File: src/rtl/pipe_hazard_ctrl.sv
// pipe_hazard_ctrl: stall/flush/forwarding controller for a 5-stage pipeline; HAZARD_PERF_EN adds perf counters
module pipe_hazard_ctrl #(
  parameter int INIT_CYCLES = 4,
  parameter int MAX_WAIT    = 16,
  parameter int REG_W       = 5
) (
  input  logic             clk,
  input  logic             rst_n,
  input  logic [REG_W-1:0] Rs1D,
  input  logic [REG_W-1:0] Rs2D,
  input  logic [REG_W-1:0] Rs1E,
  input  logic [REG_W-1:0] Rs2E,
  input  logic [REG_W-1:0] RdE,
  input  logic [REG_W-1:0] RdM,
  input  logic [REG_W-1:0] RdW,
  input  logic             RegWriteM,
  input  logic             RegWriteW,
  input  logic             ResultSrcE0,
  input  logic             PCSrcE,
  input  logic             MemReqM,
  input  logic             MemReadyM,
  output logic             StallF,
  output logic             StallD,
  output logic             StallE,
  output logic             StallM,
  output logic             FlushD,
  output logic             FlushE,
  output logic [1:0]       ForwardAE,
  output logic [1:0]       ForwardBE,
`ifdef HAZARD_PERF_EN
  output logic [31:0]      PerfStallCnt,
  output logic [31:0]      PerfFlushCnt,
`endif
  output logic             Fault
);
  localparam int IW = $clog2(INIT_CYCLES + 1);
  localparam int WW = $clog2(MAX_WAIT + 1);
  typedef enum logic [2:0] {S_INIT, S_RUN, S_LDSTALL, S_MEMWAIT, S_FAULT} state_t;
  state_t          r_state, w_next;
  logic [IW-1:0]   r_init_cnt;
  logic [WW-1:0]   r_wait_cnt;
  logic            w_init, w_fault, w_active, w_freeze, w_lw, w_wait_lim, w_init_last;
  logic [1:0]      w_fwd_a, w_fwd_b;
  assign w_init      = r_state == S_INIT;
  assign w_fault     = r_state == S_FAULT;
  assign w_active    = !w_init && !w_fault;
  assign w_freeze    = MemReqM && !MemReadyM;
  assign w_lw        = ResultSrcE0 && RdE != '0 && (RdE == Rs1D || RdE == Rs2D);
  assign w_wait_lim  = r_wait_cnt == WW'(MAX_WAIT - 1);
  assign w_init_last = r_init_cnt == IW'(INIT_CYCLES - 1);
  assign w_fwd_a = (RegWriteM && RdM != '0 && RdM == Rs1E) ? 2'b10 :
                   (RegWriteW && RdW != '0 && RdW == Rs1E) ? 2'b01 : 2'b00;
  assign w_fwd_b = (RegWriteM && RdM != '0 && RdM == Rs2E) ? 2'b10 :
                   (RegWriteW && RdW != '0 && RdW == Rs2E) ? 2'b01 : 2'b00;
  // state register plus init-sequence and memory-wait counters
  always_ff @(posedge clk or negedge rst_n) begin
    if (!rst_n) begin
      r_state    <= S_INIT;
      r_init_cnt <= '0;
      r_wait_cnt <= '0;
    end else begin
      r_state    <= w_next;
      r_init_cnt <= w_init ? r_init_cnt + 1'b1 : '0;
      r_wait_cnt <= (w_active && w_freeze) ? r_wait_cnt + 1'b1 : '0;
    end
  end
  // next state: memory freeze dominates, a redirect cancels the load-use bubble
  always_comb begin
    w_next = r_state;
    case (r_state)
      S_INIT:  w_next = w_init_last ? S_RUN : S_INIT;
      S_FAULT: w_next = S_FAULT;
      default: w_next = w_freeze ? (w_wait_lim ? S_FAULT : S_MEMWAIT) :
                        (r_state != S_LDSTALL && w_lw && !PCSrcE) ? S_LDSTALL : S_RUN;
    endcase
  end
  // Mealy control outputs from state and current hazards
  always_comb begin
    StallF    = w_init || w_fault || (w_active && (w_freeze || (w_lw && !PCSrcE)));
    StallD    = w_fault || (w_active && (w_freeze || (w_lw && !PCSrcE)));
    StallE    = w_fault || (w_active && w_freeze);
    StallM    = w_fault || (w_active && w_freeze);
    FlushD    = w_init || (w_active && !w_freeze && PCSrcE);
    FlushE    = w_init || (w_active && !w_freeze && (PCSrcE || w_lw));
    ForwardAE = w_init ? 2'b00 : w_fwd_a;
    ForwardBE = w_init ? 2'b00 : w_fwd_b;
    Fault     = w_fault;
  end
`ifdef HAZARD_PERF_EN
  logic [31:0] r_perf_stall, r_perf_flush;
  // saturating counts of decode stalls and execute flushes
  always_ff @(posedge clk or negedge rst_n) begin
    if (!rst_n) begin
      r_perf_stall <= '0;
      r_perf_flush <= '0;
    end else begin
      if (w_active && StallD && r_perf_stall != '1) r_perf_stall <= r_perf_stall + 1'b1;
      if (!w_init && FlushE && r_perf_flush != '1) r_perf_flush <= r_perf_flush + 1'b1;
    end
  end
  assign PerfStallCnt = r_perf_stall;
  assign PerfFlushCnt = r_perf_flush;
`endif
endmodule

File: config.mk
export PLATFORM = sky130hd
export DESIGN_NAME = pipe_hazard_ctrl
export DESIGN_NICKNAME = d
export VERILOG_FILES = /design/src/rtl/pipe_hazard_ctrl.sv
export SDC_FILE = /design/constraint.sdc
export NUM_CORES = 1
export LEC_CHECK = 0
export ABC_AREA = 0
export ABC_CLOCK_PERIOD_IN_PS = 3850
export CORE_ASPECT_RATIO = 0.5
export CORE_MARGIN = 4
export CORE_UTILIZATION = 35
export DETAILED_ROUTE_END_ITERATION = 8
export PLACE_DENSITY = 0.73
export SETUP_SLACK_MARGIN = 0.05
export SYNTH_ARGS = -nofsm -noshare
export SYNTH_HDL_FRONTEND = slang
export SYNTH_SLANG_ARGS = --single-unit
File: constraint.sdc
create_clock -name clk -period 3.85 [get_ports clk]
set_clock_uncertainty 0.2 [all_clocks]
set_input_delay 0.5775 -clock clk [delete_from_list [all_inputs] [get_ports clk]]
set_output_delay 0.5775 -clock clk [all_outputs]
set_load 0.05 [all_outputs]
Yosys cells after proc, flatten, opt, wreduce, memory -nomap -nowiden
Cells that the tools add are included.

Flip-flop bits (word level): 11. Logic and storage cells: 64. Output and inout port bits: 11. Input port bits: 43.

Reduce and logical (&&, ||, !) cells: 36. Multiplexer cells: 13. Equality and inequality tests: 10. Add/subtract/negate cells: 2.

Operators with widths (count): $eq A5 B5 Y1 (6); $logic_and A1 B1 Y1 (18); $reduce_bool A5 Y1 (3); $mux W2 (5); $logic_or A1 B1 Y1 (9); $mux W3 (3); $pmux W3 S2 (1); $add A5 B1 Y5 const B (1); $eq A5 B4 Y1 const B (1); $logic_not A1 Y1 (5); $mux W5 (1); $add A3 B1 Y3 const B (1); $eq A3 B2 Y1 const B (1); $eq A3 B3 Y1 const B (1); $logic_not A3 Y1 (1); $mux W1 (3); $ne A3 B2 Y1 const B (1).

Logic depth before layout (Yosys ltp)
Gate-level depths: netlist (run 1).

Depth after elaboration: 8. Gate-level depth with buffers: 6. Gate-level depth less buffers: 6.

Worst setup path before layout (run 1)
No wires, ideal clock.

Kind: input -> output. Start: in RdE[3]. End: out FlushE. Arrival time: 2724 ps. Buffers on the path: 0. Stages on the path: 4. Path slack: 348 ps. Path through: xor2_1 > nor3_1 > a22oi_1 > o41ai_1.

Longest elaborated chain between the ends: 6.

Ends and longest elaborated chain: from (decl) (RTL line 13) `input logic [REG_W-1:0] RdE,`; $eq A5 B5 Y1 or $reduce_bool A5 Y1 (tied branches) (RTL line 48) `assign w_lw = ResultSrcE0 && RdE != '0 && (RdE == Rs1D || RdE == Rs2D);`; $logic_or A1 B1 Y1 or $logic_and A1 B1 Y1 (tied branches) (RTL line 48); $logic_and A1 B1 Y1 (*) (RTL line 48); $logic_or A1 B1 Y1 (*) (RTL line 84) `FlushE = w_init || (w_active && !w_freeze && (PCSrcE || w_lw));`; $logic_and A1 B1 Y1 (*) (RTL line 84); $logic_or A1 B1 Y1 (*) (RTL line 84); to (decl) (RTL line 27) `output logic FlushE,`.

Every way passes the cells marked *; elsewhere a longest branch is shown, timed or not.

Worst setup path in the final report (run 1)
Start: in RdE[3]. End: out StallF.

Longest elaborated chain between the ends: 7.

Ends and longest elaborated chain: $eq A5 B5 Y1 or $reduce_bool A5 Y1 (tied branches) (RTL line 48); $logic_or A1 B1 Y1 or $logic_and A1 B1 Y1 (tied branches) (RTL line 48); $logic_and A1 B1 Y1 (*) (RTL line 48); $logic_and A1 B1 Y1 (*) (RTL line 79) `StallF = w_init || w_fault || (w_active && (w_freeze || (w_lw && !PCSrcE)));`; $logic_or A1 B1 Y1 (*) (RTL line 79); $logic_and A1 B1 Y1 (*) (RTL line 79); $logic_or A1 B1 Y1 (*) (RTL line 79); to (decl) (RTL line 22) `output logic StallF,`.

Marks and branches as above.

==> metrics.md, run 1 <==
| Metric | Value |
|---|---|
| Mapped cell area | `967 um^2` |
| Wire length per cell | `12.8 um` |
| GRT Total Usage | `14.9%` |
| FF+latch count, synth | `11` |
| Seq/Total Area, Yosys | `28.5%` |
| Slew HR | `52.1%` |
| Die H | `45.2 um` |
| VDD IR-drop max | `0.000111 V` |
| Synth cell types | `28` |
| Hold crit path type | `reg2reg` |
| Max Cap Violations | `0` |
| Port Buffers | `53` |
| Area of the die | `3720 um^2` |
| TritonCTS Buffers | `3` |
| Placed wire-length estimate | `2280 um` |
| Post-cts sizing count | `0` |
| CTS Buffer Depth | `2` |
| Fin. Hold Viols | `0` |
| Placed Area | `1550 um^2` |
| Hold Path Cell Cnt | `1` |
| Critical Path AT | `2.74 ns` |
| Detailed Route Iter0 Violations | `12` |
| Antenna Cells | `0` |
| Syn. warnings | `0` |
| Vias in the first global route | `1011` |
| Vias | `962` |
| Largest net degree at the start of global routing | `12` |
| Drt first pass iters | `4` |
| Area grow syn2layout | `65.1%` |
| RD Place Congestion | `0.825` |
| RSZ-0062 raised after global routing | `no` |
| Worst-Skew Late Latency | `0.24 ns` |
| Setup violators final | `0` |
| Core area | `2620 um^2` |
| Ys flop type | `dfrtp_1` |
| Pleak | `0.654 nW` |
| CP required | `3.07 ns` |
| Clk slew on worst S/H paths | `0.05 ns` |
| Post-CTS setup buffer count | `0` |
| # nets final | `211` |
| Via density | `4.81` |
| CP Launch Type | `input pin` |
| Most common cell in the netlist | `xor2_1` |
| FFs w/ async S/R, synth | `100%` |
| CTS tree | `done` |
| H-tree depth | `1` |
| Initial antenna violation count | `0` |
| Wirelength, routed | `2550 um` |
| Row cnt | `13` |
| Grt total ovfl | `0` |
| Min cycle time layout | `3.52 ns` |
| R2R depth | `6` |
| Gate Count Post-Synth | `107` |
| Drt drc | `0` |
| Critical Path Fanout Max | `5` |
| Critical path type | `in2out` |
| EDFF count, synth | `0` |
| Antenna violation net count after detailed routing | `0` |
| I/O Pins | `54` |
| Starting Density | `36.9%` |
| Largest area contributor in the netlist | `dfrtp_1` |
| Commonest cells in the netlist | `21 x xor2_1, 12 x nor2_1, 11 x dfrtp_1, 11 x xnor2_1, 6 x or4_1` |
| Slew of the pin with the lowest slew margin | `0.713 ns` |
| CTS Hold Bufs | `0` |
| Setup crit end kind | `primary output` |
| Post-synthesis area per instance | `9.04 um^2` |
| CTS root buffer | `clkbuf_8` |
| Power Density | `239 nW/um^2` |
| Die W | `82.3 um` |
| Clk sink count | `11` |
| Total negative slack | `0 ns` |
| Status | `complete, no violations` |
| Mapped Nets | `154` |
| Cell area after layout | `1600 um^2` |
| F_max | `284 MHz` |
| Fillers | `220` |
| Synth top area share | `28.5%` |
| Synth top area cells | `dfrtp_1 28%, xor2_1 19%, xnor2_1 10%, ha_1 5.2%, nor2_1 4.7%` |
| Tcrit/Tclk final | `91.3%` |
| Final Max Tran Viols | `0` |
| First-pass GRT wire length | `4270 um` |
| Share of cells above drive strength 1 | `7.36%` |
placed cells by master, fill, tap and decap left out, types with 2 or more instances in the layout:
cell / count
nor3_1: 5
ha_1: 4
nor2_1: 12
nand2_1: 2
and2_1: 3
clkbuf_8: 3
buf_12: 2
a21oi_1: 3
nand3_1: 3
nor2b_1: 2
o21ai_2: 2
xor2_1: 21
nor4_1: 2
inv_1: 4
nor4_2: 2
or4_1: 6
o41ai_1: 2
dfrtp_1: 11
buf_4: 2
xnor2_1: 11
clkdlybuf4s50_1: 49
a21o_1: 2
kinds of logic (layout without fill, tap and decap cells):
family	after synthesis	after routing	share of synthesized area, %
adder cells (fa/ha/maj)	4	4	5.17
flip-flops	11	11	28.5
AO/OA/AOI/OAI	16	16	12.4
AND/OR/NAND/NOR	39	39	22.6
buffers and inverters	5	61	2.33
XOR/XNOR	32	32	29.0
sequential cells by signal, summed over array words and instances, names as in the netlist, named ones only:
signal / count
r_init_cnt: 3
r_state: 2
r_wait_cnt: 5
cell type report:
type                            count  area, um^2  share of cell area [%]
Clock buffer                        4        45.0                    2.82
Inverter                            4        15.0                   0.940
Multi-Input combinational cell     91         669                    41.9
Sequential cell                    11         275                    17.2
Tap cell                           37        46.3                    2.90
Timing Repair Buffer               53         546                    34.2
critical path: stages:
cell and delay (ns):
clkdlybuf4s50_1 0.46, xor2_1 0.18, nor3_1 0.20, a22oi_1 0.19
o31ai_1 0.27, clkdlybuf4s50_1 0.85
metrics by stage:
step	total power [mW]	hold slack [ns]	setup WS, ns	std cells	util [%]
2_1_floorplan	0.192	0.0819	0.348	107	-
3_3_place_gp	0.268	0.226	0.400	196	59.2
3_5_place_dp	0.269	0.228	0.349	196	59.2
4_1_cts	0.388	0.242	0.329	200	61.0
5_1_grt	0.406	0.293	0.200	200	61.0
6_report	0.382	0.238	0.334	200	61.0
final timing paths:
path,start,end,slack [ns]
min reg2reg,r_init_cnt[0],r_init_cnt[0],0.24
max,RdE[3],StallF,0.33
min in group asynchronous,rst_n,r_wait_cnt[2],0.46
min,r_init_cnt[0],r_init_cnt[0],0.24
max reg2reg,r_wait_cnt[0],r_state[0],2.18
max in group asynchronous,rst_n,r_state[0],2.66
routing by layer:
layer / part of all wire (%) / wire [um] / GRT usage [%] / vias to the layer above
met4: 1.1 / 27 / 4.64 / 0
met3: 4.5 / 116 / 3.39 / 5
li1: - / - / - / 492
met1: 45 / 1150 / 17.6 / 438
met2: 49 / 1250 / 27.2 / 27
met5: 0 / 0 / 0 / -
report_power, final:
part	internal, mW	leakage [nW]	switching, mW
sequential	0.119	0.146	0.00257
clock	0.0727	0.0228	0.0434
combinational	0.0737	0.485	0.0708
total	0.265	0.654	0.117
No activity file was read; power rests on OpenSTA's default activity.
==> run 2: changes to the inputs <==
CTS_BUF_LIST = sky130_fd_sc_hd__clkbuf_4   (was unset)
==> metrics.md, run 2 (synthesis results as in run 1) <==
| Metric | Value |
|---|---|
| Power Density | `223 nW/um^2` |
| Slew HR | `49.4%` |
| Internal power | `0.239 mW` |
| Hold crit path type | `reg2reg` |
| Slew of the pin with the lowest slew margin | `0.754 ns` |
| Max Cap Violations | `0` |
| Share of cells above drive strength 1 | `7.98%` |
| Starting Density | `36.9%` |
| Critical Path Fanout Max | `5` |
| Max FFs per register | `5` |
| Antenna violation net count after detailed routing | `0` |
| H-tree depth | `1` |
| Worst R2R Setup Slack | `2.15 ns` |
| Setup crit end | `StallF` |
| Final core utilization | `60.4%` |
| Place WS | `0.349 ns` |
| Clk slew on worst S/H paths | `0.07 ns` |
| Critical Path AT | `2.74 ns` |
| Drt first pass iters | `4` |
| Antenna Cells | `0` |
| Fillers | `226` |
| RSZ-0062 raised after global routing | `no` |
| Setup crit end kind | `primary output` |
| Tcrit/Tclk final | `91.3%` |
| Most common cell after layout, fill and taps aside | `clkdlybuf4s50_1` |
| Gate power share | `41.1%` |
| FF-to-FF End | `r_state[0]` |
| CTS Hold Bufs | `0` |
| Detailed Route Iter0 Violations | `18` |
| Die H | `45.2 um` |
| Area grow syn2layout | `63.5%` |
| Crit path from | `RdE[3]` |
| First-pass GRT wire length | `4270 um` |
| CP required | `3.07 ns` |
| Die W | `82.3 um` |
| Placed Area | `1550 um^2` |
| Min cycle time layout | `3.51 ns` |
| Switching Share | `32.0%` |
| Core area | `2620 um^2` |
| Biggest register | `r_wait_cnt` |
| CTS Buffer Depth | `2` |
| Worst-Skew Late Latency | `0.27 ns` |
| Commonest non-fill, non-tap cells in the layout | `49 x clkdlybuf4s50_1, 21 x xor2_1, 12 x nor2_1, 11 x xnor2_1, 11 x dfrtp_1` |
| Initial antenna violation count | `0` |
| Setup violators final | `0` |
| Clk sink count | `11` |
| Wirelength, routed | `2560 um` |
| Clock Power Share | `24.6%` |
| Status | `complete, no violations` |
| Drt drc | `0` |
| Placed Instances | `196` |
| Sw Pwr | `0.113 mW` |
| Cell area after layout | `1580 um^2` |
| Port Buffers | `53` |
| Placed wire-length estimate | `2280 um` |
| CP Launch Type | `input pin` |
| Sequential share of power | `34.4%` |
| VDD IR-drop max | `0.0000781 V` |
| Final Max Tran Viols | `0` |
| GRT Total Usage | `14.9%` |
| Fin. Hold Viols | `0` |
| Grt total ovfl | `0` |
| Critical path type | `in2out` |
| # nets final | `211` |
| Vias | `975` |
| F_max | `285 MHz` |
| Pleak | `0.650 nW` |
| Vias in the first global route | `1011` |
| Largest net degree at the start of global routing | `12` |
| Post-CTS setup buffer count | `0` |
| Cell Count, Final, Fillers Out | `200` |
| R2R depth | `3` |
| TritonCTS Buffers | `3` |
| Final setup margin | `0.335 ns` |
| Total negative slack | `0 ns` |
| Wire length per cell | `12.8 um` |
| Final Power | `0.352 mW` |
| Post-cts sizing count | `0` |
| CTS root buffer | `clkbuf_4` |
| Area of the die | `3720 um^2` |
| Row cnt | `13` |
| Hold_sp | `r_init_cnt[0]` |
| I/O Pins | `54` |
| CTS tree | `done` |
| RD Place Congestion | `0.825` |
| Regs by FF count | `r_wait_cnt x5, r_init_cnt x3, r_state x2` |
| Hold slack | `0.240 ns` |
| Via density | `4.88` |
-- run 2: layout make-up --
class	count	area, um^2	share of cell area [%]
Sequential cell	11	275	17.4
Inverter	4	15.0	0.949
Clock buffer	4	30.0	1.90
Tap cell	37	46.3	2.93
Multi-Input combinational cell	91	669	42.3
Timing Repair Buffer	53	546	34.5
-- run 2: layer usage --
metal	share of wire, %	up-vias	GRT usage (%)
met4	1.1	0	4.64
met3	4.5	5	3.39
met2	49	29	27.2
met5	0	-	0
li1	-	494	-
met1	45	447	17.6
-- run 2: worst min-delay path by stage --
stage                    endpoint  slack (ns)  depth (start not counted)
CTS                 r_init_cnt[0]        0.24                          1
global route        r_init_cnt[0]        0.30                          1
global placement    r_init_cnt[0]        0.23                          1
detailed placement  r_init_cnt[0]        0.23                          1
floorplan               async pin        0.08                          0
finish              r_init_cnt[0]        0.24                          1
-- run 2: power by group through the flow --
stage	Sequential, mW	Clock, mW	Combinational, mW
after floorplan	0.123	0	0.0696
after global placement	0.123	0	0.145
after detailed placement	0.123	0	0.146
after CTS	0.121	0.0905	0.146
after global routing	0.122	0.0971	0.156
final	0.121	0.0865	0.145
-- run 2: critical path, stage by stage --
cell and delay, ns:
clkdlybuf4s50_1 0.46, xor2_1 0.18, nor3_1 0.20, a22oi_1 0.19, o31ai_1 0.27, clkdlybuf4s50_1 0.85
